### src/rtl/spi_dac_receiver.sv
// SPI slave input register feeding a DAC register that loads on the bLDAC strobe.
// Define SPI_RX_SDO_EN to add the SDO readback shifter and its port.
module spi_dac_receiver #(
  parameter int spi_length  = 16,
  parameter int sync_stages = 2
) (
  input  logic                  clk,
  input  logic                  rst,
  input  logic                  bCS,
  input  logic                  SCK,
  input  logic                  SDI,
  input  logic                  bLDAC,
  output logic [spi_length-1:0] rx_data,
  output logic                  frame_valid,
  output logic                  frame_err,
  output logic [spi_length-1:0] dac_out,
  output logic                  dac_update
`ifdef SPI_RX_SDO_EN
  ,
  output logic                  SDO
`endif
);

  localparam int            CW  = $clog2(spi_length + 2);
  localparam logic [CW-1:0] LEN = CW'(spi_length);
  localparam logic [CW-1:0] SAT = CW'(spi_length + 1);

  typedef enum logic [1:0] {WAIT_IDLE, IDLE, SHIFT, CHECK} state_t;

  state_t                 r_state;
  state_t                 w_next_state;
  logic [sync_stages-1:0] r_cs_sync;
  logic [sync_stages-1:0] r_sck_sync;
  logic [sync_stages-1:0] r_sdi_sync;
  logic [sync_stages-1:0] r_ldac_sync;
  logic                   r_cs_d;
  logic                   r_sck_d;
  logic                   r_ldac_d;
  logic [spi_length-1:0]  r_shift;
  logic [CW-1:0]          r_count;
  logic                   w_cs;
  logic                   w_sck;
  logic                   w_sdi;
  logic                   w_ldac;
  logic                   w_cs_rise;
  logic                   w_cs_fall;
  logic                   w_sck_rise;
  logic                   w_ldac_fall;
  logic                   w_clear;
  logic                   w_shift_en;
  logic                   w_capture;
  logic                   w_reject;

  always_ff @(posedge clk or posedge rst) begin
    if (rst) begin
      r_cs_sync   <= '0;
      r_sck_sync  <= '0;
      r_sdi_sync  <= '0;
      r_ldac_sync <= '0;
      r_cs_d      <= 1'b0;
      r_sck_d     <= 1'b0;
      r_ldac_d    <= 1'b0;
    end else begin
      r_cs_sync   <= {r_cs_sync[sync_stages-2:0], bCS};
      r_sck_sync  <= {r_sck_sync[sync_stages-2:0], SCK};
      r_sdi_sync  <= {r_sdi_sync[sync_stages-2:0], SDI};
      r_ldac_sync <= {r_ldac_sync[sync_stages-2:0], bLDAC};
      r_cs_d      <= w_cs;
      r_sck_d     <= w_sck;
      r_ldac_d    <= w_ldac;
    end
  end

  assign w_cs        = r_cs_sync[sync_stages-1];
  assign w_sck       = r_sck_sync[sync_stages-1];
  assign w_sdi       = r_sdi_sync[sync_stages-1];
  assign w_ldac      = r_ldac_sync[sync_stages-1];
  assign w_cs_rise   = w_cs & ~r_cs_d;
  assign w_cs_fall   = ~w_cs & r_cs_d;
  assign w_sck_rise  = w_sck & ~r_sck_d;
  assign w_ldac_fall = ~w_ldac & r_ldac_d;

  always_ff @(posedge clk or posedge rst) begin
    if (rst) r_state <= WAIT_IDLE;
    else     r_state <= w_next_state;
  end

  // WAIT_IDLE keeps a frame already in progress at reset release from being captured.
  always_comb begin
    w_next_state = r_state;
    w_clear      = 1'b0;
    w_shift_en   = 1'b0;
    w_capture    = 1'b0;
    w_reject     = 1'b0;
    case (r_state)
      WAIT_IDLE: if (w_cs) w_next_state = IDLE;
      IDLE: begin
        if (w_cs_fall) begin
          w_clear      = 1'b1;
          w_next_state = SHIFT;
        end
      end
      SHIFT: begin
        if (w_cs_rise)              w_next_state = CHECK;
        else if (w_sck_rise && !w_cs) w_shift_en = 1'b1;
      end
      CHECK: begin
        w_next_state = IDLE;
        if (r_count == LEN) w_capture = 1'b1;
        else                w_reject  = 1'b1;
      end
      default: w_next_state = WAIT_IDLE;
    endcase
  end

  // The counter runs one past the frame length so an overlong frame is still rejected.
  always_ff @(posedge clk or posedge rst) begin
    if (rst) begin
      r_shift     <= '0;
      r_count     <= '0;
      rx_data     <= '0;
      frame_valid <= 1'b0;
      frame_err   <= 1'b0;
      dac_out     <= '0;
      dac_update  <= 1'b0;
    end else begin
      if (w_clear) begin
        r_shift <= '0;
        r_count <= '0;
      end else if (w_shift_en) begin
        if (r_count < LEN) r_shift <= {r_shift[spi_length-2:0], w_sdi};
        if (r_count < SAT) r_count <= r_count + 1'b1;
      end
      if (w_capture) rx_data <= r_shift;
      frame_valid <= w_capture;
      frame_err   <= w_reject;
      dac_update  <= w_ldac_fall;
      if (w_ldac_fall) dac_out <= w_capture ? r_shift : rx_data;
    end
  end

`ifdef SPI_RX_SDO_EN
  logic [spi_length-1:0] r_readback;
  logic                  w_sck_fall;

  assign w_sck_fall = ~w_sck & r_sck_d;

  always_ff @(posedge clk or posedge rst) begin
    if (rst)                      r_readback <= '0;
    else if (w_cs_fall)           r_readback <= rx_data;
    else if (w_sck_fall && !w_cs) r_readback <= {r_readback[spi_length-2:0], 1'b0};
  end

  assign SDO = r_readback[spi_length-1] & ~w_cs;
`endif

endmodule
### config.mk
export PLATFORM = sky130hd
export DESIGN_NAME = spi_dac_receiver
export DESIGN_NICKNAME = d
export VERILOG_FILES = /design/src/rtl/spi_dac_receiver.sv
export SDC_FILE = /design/constraint.sdc
export NUM_CORES = 1
export LEC_CHECK = 0
export BUFFER_PORTS_ARGS = -buffer_cell sky130_fd_sc_hd__buf_2
export CORE_MARGIN = 2
export CORE_UTILIZATION = 50
export CTS_CLUSTER_DIAMETER = 100
export DETAILED_ROUTE_END_ITERATION = 10
export PLACE_DENSITY_LB_ADDON = 0.08
export RECOVER_POWER = 25
export SLEW_MARGIN = 20
export SYNTH_ARGS = -nofsm -noshare
export SYNTH_HDL_FRONTEND = slang
export SYNTH_SLANG_ARGS = --single-unit
### constraint.sdc
create_clock -name clk -period 2.3 [get_ports clk]
set_clock_uncertainty 0.15 [all_clocks]
set_input_delay 0.46 -clock clk [delete_from_list [all_inputs] [get_ports clk]]
set_output_delay 0.46 -clock clk [all_outputs]
set_load 0.03 [all_outputs]
-- Word-level counts from Yosys, hierarchy flattened
Index checks and enable logic that the tools add are counted.
- equal/unequal tests: 7
- reductions and logical operators: 9
- div/mod/pow operators: 0
- shift operators: 0
- mux-type cells: 20
- order comparisons: 2
- add/subtract/negate cells: 1
- multipliers: 0
- bitwise operators: 8
- operators by type and width (operator ; count):
    $mux 16 ; 4
    $mux 5 ; 3
    $lt 5x5->1 const B ; 2
    $mux 1 ; 9
    $pmux 2 s4 ; 1
    $mux 2 ; 3
    $ne 2x2->1 const B ; 3
    $reduce_bool 2->1 ; 3
    $add 5x1->5 const B ; 1
    $eq 5x5->1 const B ; 1
    $and 1x1->1 ; 4
    $eq 2x2->1 const B ; 2
    $not 1->1 ; 4
    $reduce_and 2->1 ; 2
    $reduce_and 3->1 ; 1
    $eq 2x1->1 const B ; 1
    $logic_not 2->1 ; 1
    $logic_and 1x1->1 ; 1
    $logic_not 1->1 ; 1
- ROM bits: 0
- output and inout port bits: 35
- input port bits: 6
- bits in registers: 69
- word-level logic and storage cells: 62
- RAM bits: 0
- memories: 0
- bits in latches: 0

-- Logic depth before layout (Yosys ltp)
Gate-level depths: netlist (run 1).
- depth after elaboration: 8
- gate-level depth with buffers: 7
- mapped depth without buffers: 5

-- Least setup slack after synthesis (run 1)
No wires, ideal clock.
- kind: reg2reg
- from: register r_state[0]
- to: register r_shift[0]
- data arrival time: 1.516 ns
- path slack: 0.513 ns
- cell stages (with the launch flop): 8
- data required time: 2.029 ns
- path buffers: 2
- clock period less this slack: 1.787 ns
- cell sequence: dfrtp_1 inv_1 ha_1 and3b_1 and3b_1 buf_2 buf_6 a22o_1
- longest elaborated chain between the ends: 4
- elaborated cells between the ends (all ways): 8
- classes of those cells: eq/ne (2); mux (3); reduce/logical (3)
- RTL lines (what ; line ; text):
    start: declaration ; 30 ; state_t r_state;
    start signal: assignment ; 85 ; else r_state <= w_next_state;
    $eq 2x1->1 / $eq 2x2->1 (equally long branches) ; 95 ; case (r_state)
    $mux 1 ; 95 ;
    $reduce_bool 2->1 (no source line) ; n/a ;
    $reduce_and 2->1 (no source line) ; n/a ;
    end signal: assignment ; 131 ; if (r_count < LEN) r_shift <= {r_shift[spi_length-2:0], w_sdi};
    end: declaration ; 39 ; logic [spi_length-1:0] r_shift;
Parallel ways exist; a longest one is shown, timed or not.
A chain may end at the register's enable or synchronous reset.

-- Final worst setup path (run 1)
- from: register r_state[0]
- to: register r_count[0]
- longest elaborated chain between the ends: 4
- elaborated cells between the ends (all ways): 8
- classes of those cells: eq/ne (2); mux (3); reduce/logical (3)
- RTL lines (what ; line ; text):
    $eq 2x1->1 / $eq 2x2->1 (equally long branches) ; 95 ;
    $mux 1 ; 95 ;
    $reduce_bool 2->1 (no source line) ; n/a ;
    $reduce_and 2->1 (no source line) ; n/a ;
    end signal: assignment ; 132 ; if (r_count < SAT) r_count <= r_count + 1'b1;
    end: declaration ; 40 ; logic [CW-1:0] r_count;
Parallel ways exist; a longest one is shown, timed or not.

==> results by group, run 1 <==
Final layout
  • Layout cells sized above 1: 23.6%
  • Commonest non-fill, non-tap cells in the layout: dfrtp_1, buf_2, nand2_1
  • Fill cell count: 449
  • Final instance area: 3150 µm²
  • Layout Nets: 283
  • Commonest non-fill, non-tap cell in the layout: dfrtp_1
  • Register Area: 1730 µm²
  • ANT cells: 0
  • Area Growth Syn to Fin: 17.4%
  • Multi-input logic area: 841 µm²

Die
  • Horiz. Die Dim: 77.2 µm
  • Die height: 77.2 µm
  • Initial Util: 52.2%
  • Floorplan row count: 26
  • Die area: 5960 µm²
  • Core area: 5140 µm²
  • I/O pins: 41

Timing
  • RSZ-0062 raised after global routing: no
  • Fin. Hold Viols: 0
  • # setup viols final: 0
  • Slew Limit Fails: 0
  • Worst-Margin Slew: 0.934 ns
  • Tcrit/Tclk final: 87.6%
  • Slew HR: 37.4%
  • Tmin final: 2.01 ns
  • Setup TNS: 0 ns
  • F_max: 497 MHz

Clock tree
  • CTS clock-pin slew for the worst setup and hold paths: 0.07 ns
  • Root buf cell: clkbuf_8
  • Post-CTS Repair Setup Buffers: 0
  • Clock Latency Late Sink: 0.34 ns
  • CTS sink cnt: 69
  • CTS buffer count: 9
  • CTS tree: yes
  • Clock tree buffer depth: 2
  • Htree depth: 3

Global routing
  • Tot GR Track Use: 18.4%
  • Number of global-route vias before repair: 1783
  • Total gr overflow: 0
  • Initial antenna violation count: 0
  • Global-route wire length before repair: 8380 µm
  • Maximum number of pins on one net before global-route repair: 34

Worst setup path
  • Required time of the critical path: 2.37 ns
  • CP max stage cell: o21a_1
  • Highest fanout seen on the critical path: 18
  • Critical path, cell by cell: inv_1, ha_1, nand4bb_1, o21a_1, mux2_2
  • CP peak stage delay: 0.43 ns
  • Crit. End Element: flop
  • Crit path DAT: 2.09 ns
  • Setup Crit Path Kind: flop to flop
  • Startpoint types: flop

Route
  • Final wirelength: 4860 µm
  • DR vias/cell: 5.28
  • Drt pass-1 iters: 4
  • Via Count: 1826
  • DRT iter0 DRCs: 67
  • DR DRC count: 0
  • Post-route ant nets: 0
  • WL/cell: 14.0 µm

Synthesis
  • FF+latch count, synth: 69
  • Area leader, netlist: dfrtp_1
  • Avg Inst Size Synth: 11.8 µm²
  • Unique masters post-synth: 32
  • Syn nets: 239
  • Mapped cell area: 2680 µm²
  • Mapped Cells: 227
  • Post-synthesis sequential area ratio: 64.4%
  • Share of the synthesized area in the top cell type: 64.4%
  • Largest cells by area after synthesis: dfrtp_1, a22o_1, a31oi_1
  • Yosys warns: 0

Placed design
  • Routability Congestion: 0.789
  • Placed inst area: 2950 µm²
  • PortBufs: 40
  • DP Wirelength: 3230 µm

Power and ir drop
  • Leak pwr: 1.62 nW
  • Pwr dens: 918 nW/µm²
  • Max VDD drop: 0.696 mV

Job
  • Max_cap viols: 0

Outcome
  • Status: completed

Worst hold path
  • Hold WC Path Type: input port to flop
## cell families (layout without fill, tap and decap cells)
group                      Yosys count  after routing  synth area share [%]
DFF                                 69             69                  64.4
and+or+nand+nor                     65             65                  12.0
AOI/OAI and AO/OA                   62             62                  15.6
buffers and inverters               23             72                  4.34
adders and majority gates            6              6                  2.80
muxes                                2              2                 0.840
## metal layers
metal / GRT usage, % / vias up / part of all wire, %
li1: - / 903 / -
met1: 22.9 / 879 / 48
met2: 29.8 / 33 / 46
met3: 4.00 / 11 / 3.2
met4: 10.2 / 0 / 2.3
met5: 0 / - / 0
## power by group
group | internal [mW] | switching (mW)
sequential | 1.29 | 0.0507
combinational | 0.167 | 0.386
clock | 0.561 | 0.429
total | 2.02 | 0.865
## path summary, 6_finish.rpt
check,from,end,slack [ns],cells after the start
setup / recovery,r_state[0],r_count[0],0.29,5
hold / removal,SDI,r_sdi_sync[0],0.07,1
setup reg to reg,r_state[0],r_count[0],0.29,5
hold reg to reg,r_cs_sync[0],r_cs_sync[1],0.20,0
max in group asynchronous,rst,r_sck_sync[0],0.36,4
min in group asynchronous,rst,dac_out[11],0.66,3
## final cells by class
type                            count  area share (%)
Timing Repair Buffer               47            8.11
Clock inverter                      3            1.39
Tap cell                           70            2.78
Sequential cell                    69            54.8
Multi-Input combinational cell    135            26.7
Clock buffer                       13            5.05
Inverter                            9            1.11
## critical path: cells and delay by family, from the launching register on
kind                     cells  cell delay, ns
buffers and inverters        1            0.11
AO/OA/AOI/OAI                1            0.43
AND/OR/NAND/NOR              1            0.19
adder cells (fa/ha/maj)      1            0.24
multiplexers                 1            0.36
flip-flops                   1            0.41
## flip-flops by register name, indices dropped and copies added, names as in the netlist, 2 cells and up
name	flops
r_sdi_sync	2
r_sck_sync	2
r_shift	16
rx_data	16
r_cs_sync	2
r_count	5
r_ldac_sync	2
r_state	2
dac_out	16
## Yosys cell counts (all sizes together)
master,count
nand4b,1
inv,9
o21bai,1
a31oi,17
a22o,17
buf,8
o21a,3
o31ai,1
mux2,2
o21ai,18
nor2b,1
nand4,1
nand2,19
nand3b,1
nor4b,1
ha,6
o41ai,1
and3,1
and4bb,1
a21oi,2
o311ai,1
clkbuf,6
and2,1
nand3,17
and3b,2
o211ai,1
nor2,17
nand4bb,2
dfrtp,69
## timing repair
action	4_1_cts	5_1_grt
hold buffers	1	0
gates resized for setup	0	0
endpoints found under the hold margin	9	0
## metrics by stage
step                power (mW)  util [%]  hold slack (ns)  setup slack, ns  instances
floorplan                 1.78         -            0.181            0.513        227
global placement          1.93      57.4            0.183            0.370        329
detailed placement        1.94      57.4            0.185            0.306        329
CTS                       2.93      61.5           0.0563            0.286        346
global route              3.04      61.2           0.0593            0.104        346
finish                    2.89      61.2           0.0739            0.286        346
No activity file was read; power rests on OpenSTA's default activity.
==> run 2: changes to the inputs <==
Settings changed: CORE_UTILIZATION 50 to 45, CTS_BUF_LIST from default to sky130_fd_sc_hd__clkbuf_8 sky130_fd_sc_hd__clkbuf_16.
==> results by group, run 2 (synthesized netlist as in run 1, its figures left out) <==
Placed design
  • PortBufs: 40
  • Routability Congestion: 0.813
  • Dpl cells: 333
  • Placed inst area: 2950 µm²
  • DP Wirelength: 3190 µm

Die
  • Initial Util: 45.8%
  • Floorplan row count: 28
  • I/O pins: 41
  • Horiz. Die Dim: 81.2 µm
  • Die area: 6590 µm²
  • Core area: 5850 µm²
  • Die height: 81.2 µm

Global routing
  • Initial antenna violation count: 0
  • Global-route wire length before repair: 8980 µm
  • Number of global-route vias before repair: 1921
  • Maximum number of pins on one net before global-route repair: 70
  • Total gr overflow: 0
  • Tot GR Track Use: 18.2%

Clock tree
  • Post-CTS Repair Setup Buffers: 0
  • Root buf cell: clkbuf_8
  • CTS buffer count: 9
  • CTS sink cnt: 69
  • Post-CTS resize count: 0
  • CTS tree: yes
  • Clock tree buffer depth: 2
  • Clock Latency Late Sink: 0.33 ns
  • CTS clock-pin slew for the worst setup and hold paths: 0.07 ns
  • Post-CTS Hold Fix Bufs: 0
  • Htree depth: 3

Power and ir drop
  • Max VDD drop: 0.657 mV
  • Leak pwr: 1.60 nW
  • Pwr dens: 909 nW/µm²
  • Total Power: 2.84 mW

Worst setup path
  • Reg2reg path depth: 5
  • Worst R2R End: r_count[0]
  • Critical Path Stages: 5
  • Crit. End Element: flop
  • Critical path, cell by cell: inv_1, ha_1, nand4bb_1, o21a_1, mux2_2
  • CP delay by family, top: flip-flops
  • RR Startpoint: r_state[0]
  • Startpoint types: flop
  • CP max stage cell: dfrtp_1
  • Worst Path Buf+Inv: 1
  • Required time of the critical path: 2.37 ns
  • R2R Setup Slk: 0.33 ns
  • Crit path DAT: 2.05 ns
  • CP peak stage delay: 0.42 ns
  • Highest fanout seen on the critical path: 18
  • Setup Crit Path Kind: flop to flop
  • Worst setup path endpoint: r_count[0]
  • Critical Path Source: r_state[0]

Final layout
  • ANT cells: 0
  • Layout Nets: 281
  • Largest registers: dac_out x16, r_shift x16, rx_data x16
  • Final Non-Filler Cells: 349
  • Final instance area: 3120 µm²
  • Fill cell count: 514
  • Commonest non-fill, non-tap cell in the layout: dfrtp_1
  • Layout cells sized above 1: 23.7%
  • Commonest non-fill, non-tap cells in the layout: dfrtp_1, buf_2, nand2_1
  • Area Growth Syn to Fin: 16.5%

Route
  • Drt pass-1 iters: 4
  • Final wirelength: 5000 µm
  • WL/cell: 14.3 µm
  • Post-route ant nets: 0
  • DR vias/cell: 5.30
  • DRT iter0 DRCs: 67
  • DR DRC count: 0
  • Via Count: 1851

Timing
  • Slew HR: 2.86%
  • Worst-Margin Slew: 1.46 ns
  • F_max: 507 MHz
  • RSZ-0062 raised after global routing: no
  • Tmin final: 1.97 ns
  • Fin. Hold Viols: 0
  • Tcrit/Tclk final: 85.8%
  • # setup viols final: 0
  • Setup TNS: 0 ns
  • Slew Limit Fails: 0

Worst hold path
  • Min-delay src: bCS
  • Hold WC Path Type: input port to flop

Outcome
  • Status: completed

Job
  • Max_cap viols: 0
==> run 2: cell types whose count changed in the layout (fill, tap and decap cells not counted) <==
cell,previous run,this run
clkinvlp_4,0,2
clkinv_2,1,4
dlygate4sd3_1,1,0
clkbuf_4,1,0
clkbuf_8,11,9
clkinvlp_2,1,0
clkbuf_1,2,1
buf_4,5,4
==> run 2: metrics by stage <==
stage	utilization, %	hold WS (ns)	setup slack (ns)
final	53.4	0.0761	0.327
after global routing	53.4	0.0580	0.124
after CTS	53.7	0.0603	0.303
after detailed placement	50.4	0.187	0.316
after global placement	50.4	0.184	0.367
after floorplan	-	0.181	0.513
==> run 2: power breakdown <==
group          internal (mW)  total [mW]  switching, mW  leakage [nW]
clock                  0.494       0.951          0.457        0.0987
combinational          0.166       0.543          0.378         0.604
sequential              1.29        1.35         0.0509         0.898
==> run 2: cell type report <==
cell class | instances | area (µm²) | share of cell area (%)
Tap cell | 75 | 93.8 | 3.00
Timing Repair Buffer | 45 | 234 | 7.49
Inverter | 9 | 37.5 | 1.20
Clock inverter | 7 | 66.3 | 2.12
Multi-Input combinational cell | 135 | 841 | 26.9
Sequential cell | 69 | 1730 | 55.3
Clock buffer | 9 | 124 | 3.97
==> run 2: worst min path at each step <==
stage,depth (start not counted),end
6_report,1,r_cs_sync[0]
5_1_grt,1,r_sck_sync[0]
4_1_cts,1,r_cs_sync[0]
3_5_place_dp,0,r_ldac_sync[1]
3_3_place_gp,0,r_sdi_sync[1]
2_1_floorplan,0,r_cs_sync[1]
==> run 2: routing by layer <==
metal,track usage [%],share of wire [%],up-vias
met1,24.6,49,903
li1,-,-,895
met4,8.31,1.9,0
met5,0,0,-
met3,4.33,4.4,10
met2,27.9,44,43
